<file path="config.mk">
export PLATFORM = sky130hd
export DESIGN_NAME = pkt_rx_assembler_flat
export DESIGN_NICKNAME = d
export VERILOG_FILES = /design/src/rtl/pkt_rx_assembler_if.sv /design/src/rtl/pkt_rx_assembler.sv /design/src/flat_wrapper.sv
export SDC_FILE = /design/constraint.sdc
export NUM_CORES = 1
export LEC_CHECK = 0
export BUFFER_PORTS_ARGS = -buffer_cell sky130_fd_sc_hd__clkbuf_2
export CORE_ASPECT_RATIO = 0.75
export CORE_UTILIZATION = 50
export CTS_CLUSTER_DIAMETER = 80
export DETAILED_ROUTE_END_ITERATION = 16
export GPL_TIMING_DRIVEN = 0
export PLACE_DENSITY_LB_ADDON = 0.1
export SYNTH_ARGS = -nofsm -noshare
export SYNTH_HDL_FRONTEND = slang
export SYNTH_SLANG_ARGS = --single-unit
</file>
<file path="constraint.sdc">
create_clock -name clk -period 4 [get_ports clk]
set_clock_uncertainty 0.05 [all_clocks]
set_input_delay 0.8 -clock clk [delete_from_list [all_inputs] [get_ports clk]]
set_output_delay 0.8 -clock clk [all_outputs]
set_load 0.02 [all_outputs]
</file>
<file path="src/rtl/pkt_rx_assembler_if.sv">
// Bus between the UART byte source, pkt_rx_assembler and the register bank.
// master: the byte source / register-bank side; slave: the assembler itself.
// IDX_W must match the IDX_W of the assembler that connects to it.
interface pkt_rx_assembler_if #(
  parameter int IDX_W = 6
);
  logic [7:0]       in_data;
  logic             in_valid;
  logic [7:0]       wr_data;
  logic [IDX_W-1:0] wr_idx;
  logic             wr_en;
  logic             pkt_done;
  logic             pkt_err;
  logic             busy;

  modport master (
    output in_data, in_valid,
    input  wr_data, wr_idx, wr_en, pkt_done, pkt_err, busy
  );

  modport slave (
    input  in_data, in_valid,
    output wr_data, wr_idx, wr_en, pkt_done, pkt_err, busy
  );
endinterface

</file>
<file path="src/rtl/pkt_rx_assembler.sv">
// pkt_rx_assembler: hunts for SYNC_BYTE in a UART byte stream, then writes
// PKT_LEN payload bytes out with an index and a write strobe, and ends the
// packet with a one-cycle pkt_done or pkt_err pulse. A packet is abandoned
// with pkt_err when no byte arrives for TIMEOUT_CYC cycles (0 = never).
// Optional feature macro: PKT_CHECKSUM_EN -- when defined, one trailing
// checksum byte follows the payload and the packet only passes if the
// payload sum plus that byte is 8'h00 (mod 256).
module pkt_rx_assembler #(
  parameter int          PKT_LEN     = 55,
  parameter int          IDX_W       = 6,
  parameter logic [7:0]  SYNC_BYTE   = 8'hA5,
  parameter int unsigned TIMEOUT_CYC = 50000
) (
  input  logic               clk,
  input  logic               reset,
  pkt_rx_assembler_if.slave  bus
);

  localparam logic [IDX_W-1:0] LAST_IDX     = IDX_W'(PKT_LEN - 1);
  localparam bit               TIMEOUT_EN   = (TIMEOUT_CYC != 0);
  localparam logic [31:0]      TIMEOUT_LAST = TIMEOUT_EN ? 32'(TIMEOUT_CYC - 1) : 32'd0;

  typedef enum logic [1:0] {
    ST_IDLE,
    ST_PAYLOAD
`ifdef PKT_CHECKSUM_EN
    , ST_CHECK
`endif
  } state_t;

  state_t           state_q, state_d;
  logic [IDX_W-1:0] cnt_q, cnt_d;
  logic [31:0]      timer_q, timer_d;
`ifdef PKT_CHECKSUM_EN
  logic [7:0]       csum_q, csum_d;
  logic [7:0]       csum_total;
`endif
  logic [7:0]       wr_data_q, wr_data_d;
  logic [IDX_W-1:0] wr_idx_q, wr_idx_d;
  logic             wr_en_q, wr_en_d;
  logic             pkt_done_q, pkt_done_d;
  logic             pkt_err_q, pkt_err_d;
  logic             busy_q, busy_d;
  logic             timeout_hit;

  // An idle cycle on the last allowed count abandons the packet; a byte in
  // that same cycle takes priority because the branches below test in_valid first.
  assign timeout_hit = TIMEOUT_EN && (timer_q == TIMEOUT_LAST);

`ifdef PKT_CHECKSUM_EN
  assign csum_total = csum_q + bus.in_data;
`endif

  // Next-state and next-output logic for the sync / payload / check sequence.
  always_comb begin
    state_d    = state_q;
    cnt_d      = cnt_q;
    timer_d    = timer_q;
`ifdef PKT_CHECKSUM_EN
    csum_d     = csum_q;
`endif
    wr_data_d  = wr_data_q;
    wr_idx_d   = wr_idx_q;
    wr_en_d    = 1'b0;
    pkt_done_d = 1'b0;
    pkt_err_d  = 1'b0;

    unique case (state_q)
      ST_IDLE: begin
        if (bus.in_valid && (bus.in_data == SYNC_BYTE)) begin
          state_d = ST_PAYLOAD;
          cnt_d   = '0;
          timer_d = '0;
`ifdef PKT_CHECKSUM_EN
          csum_d  = '0;
`endif
        end
      end

      ST_PAYLOAD: begin
        if (bus.in_valid) begin
          wr_data_d = bus.in_data;
          wr_idx_d  = cnt_q;
          wr_en_d   = 1'b1;
          cnt_d     = cnt_q + IDX_W'(1);
          timer_d   = '0;
`ifdef PKT_CHECKSUM_EN
          csum_d    = csum_total;
`endif
          if (cnt_q == LAST_IDX) begin
`ifdef PKT_CHECKSUM_EN
            state_d = ST_CHECK;
`else
            state_d    = ST_IDLE;
            pkt_done_d = 1'b1;
`endif
          end
        end else if (timeout_hit) begin
          pkt_err_d = 1'b1;
          state_d   = ST_IDLE;
          timer_d   = '0;
        end else if (TIMEOUT_EN) begin
          timer_d = timer_q + 32'd1;
        end
      end

`ifdef PKT_CHECKSUM_EN
      ST_CHECK: begin
        if (bus.in_valid) begin
          state_d = ST_IDLE;
          timer_d = '0;
          if (csum_total == 8'h00) begin
            pkt_done_d = 1'b1;
          end else begin
            pkt_err_d = 1'b1;
          end
        end else if (timeout_hit) begin
          pkt_err_d = 1'b1;
          state_d   = ST_IDLE;
          timer_d   = '0;
        end else if (TIMEOUT_EN) begin
          timer_d = timer_q + 32'd1;
        end
      end
`endif

      default: begin
        state_d = ST_IDLE;
      end
    endcase

    busy_d = (state_d != ST_IDLE);
  end

  // State and registered outputs; reset drops any partial packet silently.
  always_ff @(posedge clk) begin
    if (reset) begin
      state_q    <= ST_IDLE;
      cnt_q      <= '0;
      timer_q    <= '0;
`ifdef PKT_CHECKSUM_EN
      csum_q     <= '0;
`endif
      wr_data_q  <= '0;
      wr_idx_q   <= '0;
      wr_en_q    <= 1'b0;
      pkt_done_q <= 1'b0;
      pkt_err_q  <= 1'b0;
      busy_q     <= 1'b0;
    end else begin
      state_q    <= state_d;
      cnt_q      <= cnt_d;
      timer_q    <= timer_d;
`ifdef PKT_CHECKSUM_EN
      csum_q     <= csum_d;
`endif
      wr_data_q  <= wr_data_d;
      wr_idx_q   <= wr_idx_d;
      wr_en_q    <= wr_en_d;
      pkt_done_q <= pkt_done_d;
      pkt_err_q  <= pkt_err_d;
      busy_q     <= busy_d;
    end
  end

  assign bus.wr_data  = wr_data_q;
  assign bus.wr_idx   = wr_idx_q;
  assign bus.wr_en    = wr_en_q;
  assign bus.pkt_done = pkt_done_q;
  assign bus.pkt_err  = pkt_err_q;
  assign bus.busy     = busy_q;

endmodule

</file>
<file path="src/flat_wrapper.sv">
// flat-port wrapper written by rule: the top's interface ports become plain ports
module pkt_rx_assembler_flat 
#(
  parameter int          PKT_LEN     = 55,
  parameter int          IDX_W       = 6,
  parameter logic [7:0]  SYNC_BYTE   = 8'hA5,
  parameter int unsigned TIMEOUT_CYC = 50000
)
  (clk, reset, bus_in_data, bus_in_valid, bus_wr_data, bus_wr_idx, bus_wr_en, bus_pkt_done, bus_pkt_err, bus_busy);
  pkt_rx_assembler_if #(.IDX_W(IDX_W)) bus_i ();
  input  logic clk;
  input  logic reset;
  input wire logic [$bits(bus_i.in_data)-1:0] bus_in_data;
  input wire logic [$bits(bus_i.in_valid)-1:0] bus_in_valid;
  output wire logic [$bits(bus_i.wr_data)-1:0] bus_wr_data;
  output wire logic [$bits(bus_i.wr_idx)-1:0] bus_wr_idx;
  output wire logic [$bits(bus_i.wr_en)-1:0] bus_wr_en;
  output wire logic [$bits(bus_i.pkt_done)-1:0] bus_pkt_done;
  output wire logic [$bits(bus_i.pkt_err)-1:0] bus_pkt_err;
  output wire logic [$bits(bus_i.busy)-1:0] bus_busy;
  assign bus_i.in_data = bus_in_data;
  assign bus_i.in_valid = bus_in_valid;
  assign bus_wr_data = bus_i.wr_data;
  assign bus_wr_idx = bus_i.wr_idx;
  assign bus_wr_en = bus_i.wr_en;
  assign bus_pkt_done = bus_i.pkt_done;
  assign bus_pkt_err = bus_i.pkt_err;
  assign bus_busy = bus_i.busy;
  pkt_rx_assembler #(.PKT_LEN(PKT_LEN), .IDX_W(IDX_W), .SYNC_BYTE(SYNC_BYTE), .TIMEOUT_CYC(TIMEOUT_CYC)) u_core (.clk(clk), .reset(reset), .bus(bus_i));
endmodule
</file>
==> metrics.md <==
| Metric | Value |
|---|---|
| Fill cells | `around 480` |
| ANT nets after route | `0` |
| Critical Path, Cell by Cell | `clkbuf_2 > or4b_4 > o41ai_4 > nand3_1 > or3_1 > a21oi_1` |
| Flop2flop setup slack | `~1.6 ns` |
| Fraction of registers with async set/reset | `0%` |
| DRC viols | `0` |
| Clock slew at reported path FFs | `roughly 0.060 ns` |
| Diodes inserted | `0` |
| Ys flop type | `dfxtp_1` |
| First-pass GRT wire length | `roughly 9.4 mm` |
| Global Route met1 Usage | `about a third` |
| CTS H-tree lvls | `3` |
| Synthesized cell area | `0.00266 sq mm` |
| TritonCTS clock tree | `built` |
| Run status | `completed` |
| Total clock sinks | `58` |
| Post-CTS setup buffers | `0` |
| Layout area overhead | `16.1%` |
| Slew Viols, Final | `0` |
| Hold Path Class | `reg2reg` |
| Synth cell types | `48` |
| CTS Buffer Depth | `2` |
| CP delay by family, top | `simple AND/OR/NAND/NOR gates` |
| Synth Area per Inst | `~8.5 sq um` |
| Wire length per cell | `13.3 microns` |
| Overall power | `1150 uW` |
| Sw frac | `roughly 21%` |
| Number of global-route vias before repair | `~1,900` |
| Clock Tree Root | `clkbuf_8` |
| Buf+Inv Stages, Crit Path | `1` |
| Fin nets | `between 300 and 400` |
| Post-CTS Hold Fix Bufs | `0` |
| Initial DRC Count | `approximately 160` |
| Final setup fails | `0` |
| Initial Util | `between 50 and 60%` |
| Most common cell in the synthesized netlist | `dfxtp_1` |
| Slowest CP cell | `or4b_4` |
| Horiz. Die Dim | `86.3 microns` |
| Seq pwr share | `50.3%` |
| Slew HR | `48.7%` |
| Post-synth EDFFs | `0` |
| Mapped Nets | `between 300 and 400` |
| PortBufs | `26` |
| RSZ-0062 raised after global routing | `false` |
| Share of the synthesized area in the top cell type | `43.6%` |
| Met3 usage | `~7.3%` |
| Fin. Hold Viols | `0` |
| Max Clk Rate | `394 MHz` |
| Grt met2 use | `26.7%` |
| CP endpoint kind | `flip-flop` |
| Final HPWL DP | `slightly above 4 mm` |
| Worst Path Arrival | `between 2 and 3 ns` |
| Io pins | `29` |
| Synthesized instance count | `about 310` |
| Peak VDD IR | `between 200 and 300 uV` |
| Grt ovf | `0` |
| Pre-Repair DR Iteration Count | `4` |
| WHS | `just over 0.4 ns` |
| Via-per-instance ratio | `between 5 and 6` |
| Setup crit start kind | `primary input` |
| DIE HEIGHT | `65.2 microns` |
| Largest net degree at the start of global routing | `11` |
| Biggest area contributors in the synthesized netlist | `dfxtp_1, xor2_1, nand2_1, nor2_1, nand4_1` |
| Crit path time final | `roughly 2.5 ns` |
| Comb power frac | `2.1%` |
| CP max stage delay | `0.57 ns` |
| CTS Buf Count | `9` |
| P_sw | `about 250 uW` |
| # rows | `22` |
| Internal power | `904 uW` |
| Synth top cells by count | `dfxtp_1, nand2_1, nor2_1, xor2_1` |
| PD cells | `372 mW/mm^2` |
| Register area share after synthesis | `43.6%` |
| Cts repair resizes | `0` |
| Final Cycle Share | `63.4%` |
| Yosys reg bits | `58` |
| Routed WL | `around 5.7 mm` |
| Layout cells sized above 1 | `16.8%` |
| YS warnings | `0` |
| Die ar. | `around 0.0056 sq mm` |
| Clock network fraction of total power | `47.6%` |
| Max-Cap Viols | `0` |
| Final GP Congestion | `slightly below 0.9` |
| Slew @ Worst Pin | `about 0.76 ns` |
| Core area | `between 0.005 and 0.006 sq mm` |
| CP required | `4.22 ns` |
| Gr busiest metal | `met1` |
| Crit Path Class | `in2reg` |
| Clk_lat worst skew | `0.34 ns` |
| Total GRT Usage | `about 22%` |
| Initial antenna violation count | `0` |
| Largest fanout on the critical path | `8` |
| Setup TNS | `0 ns` |
| Lkg Pwr | `about 0.0012 uW` |
| Post-synth top area cell | `dfxtp_1` |
| Number of vias in the routed layout | `2,320` |
-- worst reg2reg max path: cells and delay by family (launching register included) --
kind            cells  cell delay [ns]
flops               1             0.35
compound gates      2             0.52
buf+inv             1             0.21
simple gates        3             1.19
-- per-layer routing --
| layer | wire [microns] | vias up |
|---|---|---|
| li1 | - | 1195 |
| met3 | 327 | 7 |
| met1 | 3260 | 1063 |
| met5 | 0 | - |
| met4 | 78 | 0 |
| met2 | 2060 | 55 |
-- cell families after synthesis --
kind of cell | Yosys count | synth area share, %
simple gates | 167 | 31.7
flops | 58 | 43.6
compound gates | 43 | 11.4
xor+xnor | 25 | 8.22
buf+inv | 15 | 2.77
fa+ha+maj | 3 | 1.41
mux | 2 | 0.798
other cells | 1 | 0.141
-- layout by cell type, fill, tap and decap left out, types with 3 or more instances in the layout --
cell / netlist / layout
nor2_1: 40 / 40
ha_1: 3 / 3
dfxtp_1: 58 / 58
nor2b_1: 3 / 3
xor2_1: 24 / 24
nor3_1: 4 / 4
clkinv_2: 0 / 3
and4_1: 4 / 4
clkbuf_8: 0 / 11
nand2_1: 46 / 46
a31oi_1: 7 / 7
nand3_1: 13 / 13
a21oi_1: 20 / 20
clkbuf_2: 0 / 27
inv_1: 3 / 3
and3_1: 8 / 8
nand4_1: 20 / 20
or3_1: 4 / 4
nor4_1: 8 / 8
clkbuf_1: 6 / 6
-- cell type report --
class | count | area (sq um) | area share [%]
multi-input cells | 241 | 1430 | 46.2
inverters | 3 | 11.3 | 0.364
plain buffers | 12 | 62.6 | 2.02
clock buffers | 11 | 151 | 4.89
clock inverters | 5 | 52.6 | 1.70
well taps | 72 | 90.1 | 2.91
flip-flops and latches | 58 | 1160 | 37.5
repair buffers | 27 | 135 | 4.37
-- per-stage QoR --
step	utilization [%]	cells	setup WS (ns)	area, sq um
floorplan	-	314	1.47	2660
global placement	57.6	412	1.12	2880
detailed placement	57.6	412	1.13	2880
CTS	61.6	428	1.49	3090
global route	61.7	429	1.38	3090
finish	61.7	429	1.46	3090
-- final timing paths --
path | end | start | cells after the start
min | u_core.bus.wr_idx[5] | u_core.bus.wr_idx[5] | 2
max reg2reg | u_core.timer_q[18] | u_core.timer_q[22] | 6
max | u_core.timer_q[22] | bus_in_data[3] | 6
min reg2reg | u_core.bus.wr_idx[5] | u_core.bus.wr_idx[5] | 2
-- power by group through the flow --
stage	Combinational (uW)	Sequential (uW)	Clock, uW
CTS	24.1	578	561
floorplan	14.5	591	0
detailed placement	24.1	592	0
global route	26.5	578	587
finish	24.1	579	548
global placement	24.0	591	0
-- flip-flops by register name, summed over array words and instances (netlist names) --
signal,count
u_core.timer_q,32
u_core.state_q,2
u_core.bus.pkt_done,1
u_core.bus.wr_data,8
u_core.bus.pkt_err,1
u_core.bus.wr_en,1
u_core.cnt_q,6
u_core.bus.wr_idx,6
u_core.bus.busy,1
(Power assumes the default switching activity.)
